### config.mk
export PLATFORM = sky130hd
export DESIGN_NAME = updn_mod_counter_flat
export DESIGN_NICKNAME = d
export VERILOG_FILES = /design/src/rtl/updn_mod_counter_if.sv /design/src/rtl/updn_mod_counter.sv /design/src/flat_wrapper.sv
export SDC_FILE = /design/constraint.sdc
export NUM_CORES = 1
export LEC_CHECK = 0
export CAP_MARGIN = 0
export CORE_MARGIN = 2
export CORE_UTILIZATION = 62
export DETAILED_ROUTE_END_ITERATION = 8
export GPL_TIMING_DRIVEN = 0
export PLACE_DENSITY = 0.92
export SETUP_SLACK_MARGIN = 0.15
export SYNTH_ARGS = -nofsm -noshare
export SYNTH_HDL_FRONTEND = slang
export SYNTH_SLANG_ARGS = --single-unit
### constraint.sdc
create_clock -name clk -period 7.98 [get_ports clk]
set_input_delay 1.995 -clock clk [delete_from_list [all_inputs] [get_ports clk]]
set_output_delay 1.995 -clock clk [all_outputs]
set_load 0.03 [all_outputs]
### src/rtl/updn_mod_counter_if.sv
// Signal bundle for updn_mod_counter: the control inputs and the count/terminal-count outputs.
// The master side drives the controls and the slave side (the counter) drives the results.
interface updn_mod_counter_if #(
    parameter int WIDTH  = 8,
    parameter int STEP_W = 4
);
    logic              enable_cnt_up;
    logic              enable_cnt_dn;
    logic              pause_counting;
    logic              new_cntr_preset;
    logic [WIDTH-1:0]  new_cntr_preset_value;
    logic [WIDTH-1:0]  limit_value;
    logic [STEP_W-1:0] step;
    logic              sat_mode;
    logic [WIDTH-1:0]  count_value;
    logic              tc_up;
    logic              tc_dn;
    logic              at_max;
    logic              at_min;
    logic [7:0]        wrap_count;

    modport master (
        output enable_cnt_up, enable_cnt_dn, pause_counting, new_cntr_preset,
               new_cntr_preset_value, limit_value, step, sat_mode,
        input  count_value, tc_up, tc_dn, at_max, at_min, wrap_count
    );

    modport slave (
        input  enable_cnt_up, enable_cnt_dn, pause_counting, new_cntr_preset,
               new_cntr_preset_value, limit_value, step, sat_mode,
        output count_value, tc_up, tc_dn, at_max, at_min, wrap_count
    );
endinterface

### src/rtl/updn_mod_counter.sv
// Up/down counter with programmable limit, step, wrap/saturate mode, preset and pause.
// Define UPDN_WRAP_CNT_EN to build the saturating 8-bit wrap-event counter on wrap_count.
module updn_mod_counter #(
    parameter int WIDTH  = 8,
    parameter int STEP_W = 4
) (
    input  logic              clk,
    input  logic              rst,
    updn_mod_counter_if.slave bus
);
    // Two guard bits keep count+step and count+limit+1 exact before any compare.
    localparam int EXT_W = WIDTH + 2;
    typedef logic [EXT_W-1:0] ext_t;
    localparam ext_t ONE = ext_t'(1);

    logic [WIDTH-1:0] count_q;
    logic [WIDTH-1:0] count_d;
    logic             tc_up_q;
    logic             tc_up_d;
    logic             tc_dn_q;
    logic             tc_dn_d;

    ext_t cnt_x;
    ext_t lim_x;
    ext_t step_x;
    ext_t sum_x;
    ext_t up_wrap_x;
    ext_t dn_diff_x;
    ext_t dn_base_x;
    ext_t dn_wrap_x;
    logic do_count;

    assign cnt_x     = ext_t'(count_q);
    assign lim_x     = ext_t'(bus.limit_value);
    assign step_x    = ext_t'(bus.step);
    assign sum_x     = cnt_x + step_x;
    assign up_wrap_x = sum_x - (lim_x + ONE);
    assign dn_diff_x = cnt_x - step_x;
    assign dn_base_x = cnt_x + lim_x + ONE;
    assign dn_wrap_x = dn_base_x - step_x;

    // Exactly one direction requested, a non-zero step, and not paused.
    assign do_count = !bus.pause_counting
                   && (bus.enable_cnt_up ^ bus.enable_cnt_dn)
                   && (bus.step != '0);

    always_comb begin
        // NOTE: every output of this block gets a default first, so no path can infer a latch.
        count_d = count_q;
        tc_up_d = 1'b0;
        tc_dn_d = 1'b0;

        if (bus.new_cntr_preset) begin
            count_d = (bus.new_cntr_preset_value > bus.limit_value)
                    ? bus.limit_value : bus.new_cntr_preset_value;
        end else if (do_count) begin
            if (cnt_x > lim_x) begin
                // Limit was lowered under the count: snap back into range.
                if (bus.enable_cnt_up) begin
                    count_d = '0;
                    tc_up_d = 1'b1;
                end else begin
                    count_d = bus.limit_value;
                    tc_dn_d = 1'b1;
                end
            end else if (bus.enable_cnt_up) begin
                if (sum_x <= lim_x) begin
                    count_d = sum_x[WIDTH-1:0];
                end else if (bus.sat_mode) begin
                    count_d = bus.limit_value;
                    tc_up_d = (cnt_x < lim_x);
                end else begin
                    count_d = (up_wrap_x > lim_x) ? '0 : up_wrap_x[WIDTH-1:0];
                    tc_up_d = 1'b1;
                end
            end else begin
                if (cnt_x >= step_x) begin
                    count_d = dn_diff_x[WIDTH-1:0];
                end else if (bus.sat_mode) begin
                    count_d = '0;
                    tc_dn_d = (count_q != '0);
                end else begin
                    // A negative wrapped result clamps to zero.
                    count_d = (dn_base_x >= step_x) ? dn_wrap_x[WIDTH-1:0] : '0;
                    tc_dn_d = 1'b1;
                end
            end
        end
    end

    // NOTE: state registers use non-blocking assignments so all flops update together on the edge.
    always_ff @(posedge clk) begin
        if (rst) begin
            count_q <= '0;
            tc_up_q <= 1'b0;
            tc_dn_q <= 1'b0;
        end else begin
            count_q <= count_d;
            tc_up_q <= tc_up_d;
            tc_dn_q <= tc_dn_d;
        end
    end

`ifdef UPDN_WRAP_CNT_EN
    logic [7:0] wrap_q;

    always_ff @(posedge clk) begin
        if (rst) begin
            wrap_q <= '0;
        end else if ((tc_up_d || tc_dn_d) && (wrap_q != 8'hFF)) begin
            wrap_q <= wrap_q + 8'd1;
        end
    end

    assign bus.wrap_count = wrap_q;
`else
    assign bus.wrap_count = 8'd0;
`endif

    assign bus.count_value = count_q;
    assign bus.tc_up       = tc_up_q;
    assign bus.tc_dn       = tc_dn_q;
    assign bus.at_max      = (count_q == bus.limit_value);
    assign bus.at_min      = (count_q == '0);
endmodule

### src/flat_wrapper.sv
// flat-port wrapper written by rule: the top's interface ports become plain ports
module updn_mod_counter_flat 
#(
    parameter int WIDTH  = 8,
    parameter int STEP_W = 4
)
  (clk, rst, bus_enable_cnt_up, bus_enable_cnt_dn, bus_pause_counting, bus_new_cntr_preset, bus_new_cntr_preset_value, bus_limit_value, bus_step, bus_sat_mode, bus_count_value, bus_tc_up, bus_tc_dn, bus_at_max, bus_at_min, bus_wrap_count);
  updn_mod_counter_if #(.WIDTH(WIDTH), .STEP_W(STEP_W)) bus_i ();
  input  logic clk;
  input  logic rst;
  input wire logic [$bits(bus_i.enable_cnt_up)-1:0] bus_enable_cnt_up;
  input wire logic [$bits(bus_i.enable_cnt_dn)-1:0] bus_enable_cnt_dn;
  input wire logic [$bits(bus_i.pause_counting)-1:0] bus_pause_counting;
  input wire logic [$bits(bus_i.new_cntr_preset)-1:0] bus_new_cntr_preset;
  input wire logic [$bits(bus_i.new_cntr_preset_value)-1:0] bus_new_cntr_preset_value;
  input wire logic [$bits(bus_i.limit_value)-1:0] bus_limit_value;
  input wire logic [$bits(bus_i.step)-1:0] bus_step;
  input wire logic [$bits(bus_i.sat_mode)-1:0] bus_sat_mode;
  output wire logic [$bits(bus_i.count_value)-1:0] bus_count_value;
  output wire logic [$bits(bus_i.tc_up)-1:0] bus_tc_up;
  output wire logic [$bits(bus_i.tc_dn)-1:0] bus_tc_dn;
  output wire logic [$bits(bus_i.at_max)-1:0] bus_at_max;
  output wire logic [$bits(bus_i.at_min)-1:0] bus_at_min;
  output wire logic [$bits(bus_i.wrap_count)-1:0] bus_wrap_count;
  assign bus_i.enable_cnt_up = bus_enable_cnt_up;
  assign bus_i.enable_cnt_dn = bus_enable_cnt_dn;
  assign bus_i.pause_counting = bus_pause_counting;
  assign bus_i.new_cntr_preset = bus_new_cntr_preset;
  assign bus_i.new_cntr_preset_value = bus_new_cntr_preset_value;
  assign bus_i.limit_value = bus_limit_value;
  assign bus_i.step = bus_step;
  assign bus_i.sat_mode = bus_sat_mode;
  assign bus_count_value = bus_i.count_value;
  assign bus_tc_up = bus_i.tc_up;
  assign bus_tc_dn = bus_i.tc_dn;
  assign bus_at_max = bus_i.at_max;
  assign bus_at_min = bus_i.at_min;
  assign bus_wrap_count = bus_i.wrap_count;
  updn_mod_counter #(.WIDTH(WIDTH), .STEP_W(STEP_W)) u_core (.clk(clk), .rst(rst), .bus(bus_i));
endmodule
======== Word level (Yosys, flattened, before mapping) ========
Index checks and enable logic that the tools add are counted.
storage, ports and cells
  logic and storage cells ................. 50
  flip-flop bits (word level) ............. 10
  output and inout bits ................... 20
  input port bits ......................... 27
operators by class
  bitwise operators ....................... 2
  add/sub/neg operators ................... 7
  eq/ne operators ......................... 1
  multiplexer cells ....................... 22
  magnitude comparators ................... 7
  reduce and logical (&&, ||, !) cells .... 8
operators with widths
  operator                                      number
  2-to-1 mux 8 bit                              12
  > comparator 8 bit                            2
  subtractor 8 x 4 -> 8 bit                     2
  adder 9 x 1 -> 10 bit, second input constant  1
  >= comparator 10 x 4 -> 1 bit                 1
  > comparator 10 x 8 -> 1 bit                  1
  <= comparator 10 x 8 -> 1 bit                 1
  2-to-1 mux 1 bit                              10
  subtractor 10 bit                             1
  adder 8 x 1 -> 9 bit, second input constant   1
  adder 8 x 4 -> 9 bit                          1
  adder 8 x 8 -> 9 bit                          1
  == test 8 bit                                 1
  >= comparator 8 x 4 -> 1 bit                  1
  logical NOT 8 bit                             1
  less-than comparator 8 bit                    1
  nonzero test 8 bit                            1
  nonzero test 4 bit                            1
  OR reduction 3 bit                            1
  logical AND 1 bit                             2
  nonzero test 2 bit                            1
  logical NOT 1 bit                             1
  inverter 1 bit                                1
  XOR 1 bit                                     1

======== Longest topological paths before layout ========
Gate-level depths: netlist (run 1).
  word-level depth ........................ 10
  mapped depth ............................ 22
  gate-level depth less buffers ........... 21

======== Least setup slack after synthesis (run 1) ========
OpenSTA, ideal clock, no wires.
  path kind ............................... input to register
  start point ............................. input bus_step[2]
  end point ............................... register u_core.count_q[4], in the netlist u_core.bus.count_value[4]
  path buffers ............................ 1
  required time ........................... 7.910 ns
  path slack .............................. 1.890 ns
  arrival time ............................ 6.020 ns
  stages on the path ...................... 21
  library setup time ...................... 0.070 ns
  cell sequence ........................... inv_1 > ha_1 > buf_6 > or3b_2 > nand3_1 > xor2_1 > inv_1 > ha_1 > and2_1 > a311o_1 > nand3b_1 > mux2i_1 > nor2_1 > xnor2_1 > ha_1 > a2111oi_0 > a21oi_1 > nor2_1 > and3_1 > o21ai_1 > a21oi_1
on the way
  word-level cells in the longest chain between the ends .. 10
  elaborated cells on any way between the ends .. 21
  those cells by class .................... 4 x add/sub; 4 x order compare; 10 x mux; 3 x reduce/logical
ends and longest elaborated chain
  what                          RTL line                source
  start, declared               flat_wrapper.sv:17      input wire logic [$bits(bus_i.step)-1:0] bus_step;
  adder 8 x 4 -> 9 bit          updn_mod_counter.sv:36  assign sum_x = cnt_x + step_x;
  subtractor 10 bit             updn_mod_counter.sv:37  assign up_wrap_x = sum_x - (lim_x + ONE);
  > comparator 10 x 8 -> 1 bit  updn_mod_counter.sv:73  count_d = (up_wrap_x > lim_x) ? '0 : up_wrap_x[WIDTH-1:0];
  2-to-1 mux 8 bit              updn_mod_counter.sv:73
  2-to-1 mux 8 bit              updn_mod_counter.sv:69  end else if (bus.sat_mode) begin
  2-to-1 mux 8 bit              updn_mod_counter.sv:67  if (sum_x <= lim_x) begin
  2-to-1 mux 8 bit              updn_mod_counter.sv:66  end else if (bus.enable_cnt_up) begin
  2-to-1 mux 8 bit              updn_mod_counter.sv:57  if (cnt_x > lim_x) begin
  2-to-1 mux 8 bit              updn_mod_counter.sv:56  end else if (do_count) begin
  2-to-1 mux 8 bit              updn_mod_counter.sv:53  if (bus.new_cntr_preset) begin
  end signal, assigned          updn_mod_counter.sv:98  count_q <= count_d;
  end, declared                 updn_mod_counter.sv:16  logic [WIDTH-1:0] count_q;
Parallel ways exist; a longest one is shown, timed or not. The select of a mux whose other input is x is not followed.
A chain may end at the register's enable or synchronous reset.

======== Worst setup path in the final report (run 1) ========
  start point ............................. input bus_step[1]
  end point ............................... register u_core.count_q[4], in the netlist u_core.bus.count_value[4]
Same word-level chain as after synthesis.

==> results of run 1 <==
cell type report:
class	count	area (sq um)
multi-input cells	385	3110
fillers	429	1440
repair buffers	37	370
flip-flops and latches	10	200
plain buffers	26	144
inverters	30	113
well taps	72	90.1
clock buffers	3	41.3
per-stage QoR:
step	hold WS, ns	cell area (sq um)	setup slack (ns)
5_1_grt	0.836	4070	0.381
2_1_floorplan	0.877	3560	1.89
4_1_cts	0.786	4070	0.784
3_5_place_dp	0.776	4020	0.543
3_3_place_gp	0.782	4020	0.708
6_report	0.797	4070	0.718
critical path, stage by stage:
cell and delay [ns]:
clkdlybuf4s50_1 0.69, inv_1 0.13, ha_1 0.34, or3b_2 0.50, nand3_1 0.12, xor2_1 0.23
inv_1 0.15, ha_1 0.37, and2_1 0.19, a311o_1 0.37, nand3b_1 0.10, mux2i_1 0.11
nor2_1 0.28, xnor2_1 0.17, ha_1 0.22, a2111oi_0 0.43, a21oi_1 0.16, nor2_1 0.38
and3_1 0.23, o21ai_1 0.10, a21oi_1 0.18
kinds of logic after synthesis:
family	count (synthesis)	synth area share
flops	10	0.0566
mux	9	0.0276
xor+xnor	37	0.0937
buf+inv	56	0.0725
fa+ha+maj	66	0.244
compound gates	140	0.300
simple gates	125	0.205
other cells	1	0.00106
metal layers:
metal  GRT usage  part of all wire
met4       0.112             0.031
met1       0.445              0.41
met2       0.565              0.45
met5           0                 0
met3      0.0747              0.11
flip-flops by register name, summed over array words and instances (netlist names):
name                    flops
u_core.bus.count_value      8
u_core.bus.tc_dn            1
u_core.bus.tc_up            1
cells in the final DEF, fill, tap and decap left out, types with 5 or more instances in the layout:
cell type / netlist / routed
nand3_1: 16 / 16
o211ai_1: 11 / 11
o2111ai_1: 5 / 5
o21ai_1: 5 / 5
nor2b_1: 12 / 12
and3_1: 10 / 10
a21o_1: 5 / 5
dfxtp_1: 10 / 10
o21a_1: 8 / 8
ha_1: 61 / 61
inv_1: 30 / 30
conb_1: 1 / 8
fa_1: 5 / 5
nor2_1: 18 / 18
nand2b_1: 6 / 6
nor3_1: 12 / 12
mux2_2: 6 / 6
a22oi_1: 5 / 5
buf_4: 9 / 9
xor2_1: 12 / 12
clkbuf_1: 12 / 12
clkdlybuf4s50_1: 0 / 37
nand2_1: 15 / 15
xnor2_1: 24 / 24
o21ai_0: 17 / 17
a21oi_1: 26 / 26
nand3b_1: 5 / 5
Yosys cell counts, types with 3 or more instances:
library cell,count,share of area
dfxtp_1,10,0.057
a22oi_1,5,0.011
o21ai_0,17,0.024
o221ai_1,4,0.0099
a221oi_1,3,0.0074
o2111ai_1,5,0.012
and2_1,3,0.0053
a31oi_1,4,0.0071
mux2i_1,3,0.0085
nand2_1,15,0.016
a211oi_1,4,0.0085
nand3b_1,5,0.011
a21o_1,5,0.011
buf_4,9,0.019
a21boi_0,3,0.0064
o211ai_1,11,0.023
buf_2,4,0.0057
o21ai_1,5,0.0071
inv_1,30,0.032
a22o_1,4,0.0099
nor3_1,12,0.017
or4_1,3,0.0064
nand4_1,4,0.0071
nor2b_1,12,0.021
nand2b_1,6,0.011
and3_1,10,0.018
clkbuf_1,12,0.013
nor2_1,18,0.019
nand3_1,16,0.023
ha_1,61,0.22
xor2_1,12,0.030
o22ai_1,3,0.0053
xnor2_1,24,0.059
o21a_1,8,0.017
a21oi_1,26,0.037
mux2_2,6,0.019
nor4_1,4,0.0071
fa_1,5,0.028
final timing paths:
path / startpoint / end / slack [ns] / cells after the start
setup / recovery: bus_step[1] / u_core.bus.count_value[4] / 0.72 / 21
setup reg to reg: u_core.bus.count_value[2] / u_core.bus.count_value[4] / 2.71 / 20
hold reg to reg: u_core.bus.count_value[0] / u_core.bus.count_value[0] / 0.80 / 3
hold / removal: u_core.bus.count_value[0] / u_core.bus.count_value[0] / 0.80 / 3
power by group:
group / internal, W / total, W / switching (W)
clock network: 0.0000330 / 0.0000526 / 0.0000195
logic: 0.000224 / 0.000538 / 0.000314
registers: 0.0000550 / 0.0000656 / 0.0000106
==> metrics.txt, run 1 <==
clock root buffer clkbuf_8; H-tree depth 1; clock sink count 10; pin count of the biggest net entering global routing 11; # rows 27; period utilization 0.910; hold buffer count at cts 0; Finish-stage setup viols 0; fin. max-slew vios 0; vias per cell a little under 7; Post-Place Cells 560; worst relative slew slack 0.537; RSZ-0062 raised after global routing false; total power roughly 0.00066 W; Residual DRC 0; hold crit path type reg -> reg; skew final 0.00161 ns; #FFs+latches synth 10; DR iter-0 viols 487; first-pass GRT wire length between 15,000 and 20,000 um; FFs w/ async S/R, synth 0; Final Util 0.738; Critical Path End Type flip-flop; max-cap viol count 0; Slew @ Worst Pin roughly 0.69 ns; clock latency on the worst-skew pair 0.24 ns; Die Area 0.00633 sq mm; post-DP HPWL 8940 um; Vias 3,833; status complete, no violations; EDFF count, synth 0; Power Density 161 mW/mm^2; Avg Cell Area, Syn 7.97 sq um; Area Overhead vs Synth 14.9%; initial antenna violation count 0; Core ar. 0.00551 sq mm; synthesized area between 0.003 and 0.004 sq mm; cts bufs inserted 3; total gr overflow 0; Final nets 586; Worst Setup Path Type in -> reg; Netlist cell types 80; fin crit period a little over 7 ns; initial core utilization 0.642; GRT Util Overall 0.344; Ports 47; max frequency 0.138 GHz; sequential-to-total area share from yosys stat 0.0566; Port Buffers 37; clock transition at the registers of the reported paths 0.05 ns; Antenna Nets Post-Route 0; Final Hold Fails 0; VDD IR max 110 uV; vias in the first global route 3,539; drt first pass iters 6; Die Ht 79.5 um; GPL Wtd Cong 1.05; drt total wl 11,000 um; die width slightly below 80 um; total negative slack 0 ns; Non-Filler Instances around 560; crit path launch type input port; CTS tree built; Syn Inst Count 444; crit-path max FO 7; Critical Path AT 7.42 ns; layout cells sized above 1 0.0876; Setup Buffers After CTS 0; CTS max path bufs 2; Synth Warn # 0; post-cts resize count 0; ant diodes 0; DR WL/cell between 15 and 20 um; Req. time, crit path approximately 8.1 ns; most used flip-flop cell after synthesis dfxtp_1; Static Leak 1.78 nW
Power figures use the tool's default switching activity.
==> run 2, diff against run 1 <==
- CAP_MARGIN: 0 -> 20
- CTS_CLUSTER_SIZE: unset -> 25
==> results of run 2 <==
No change in the layout: final DEF, timing and power equal those of run 1.
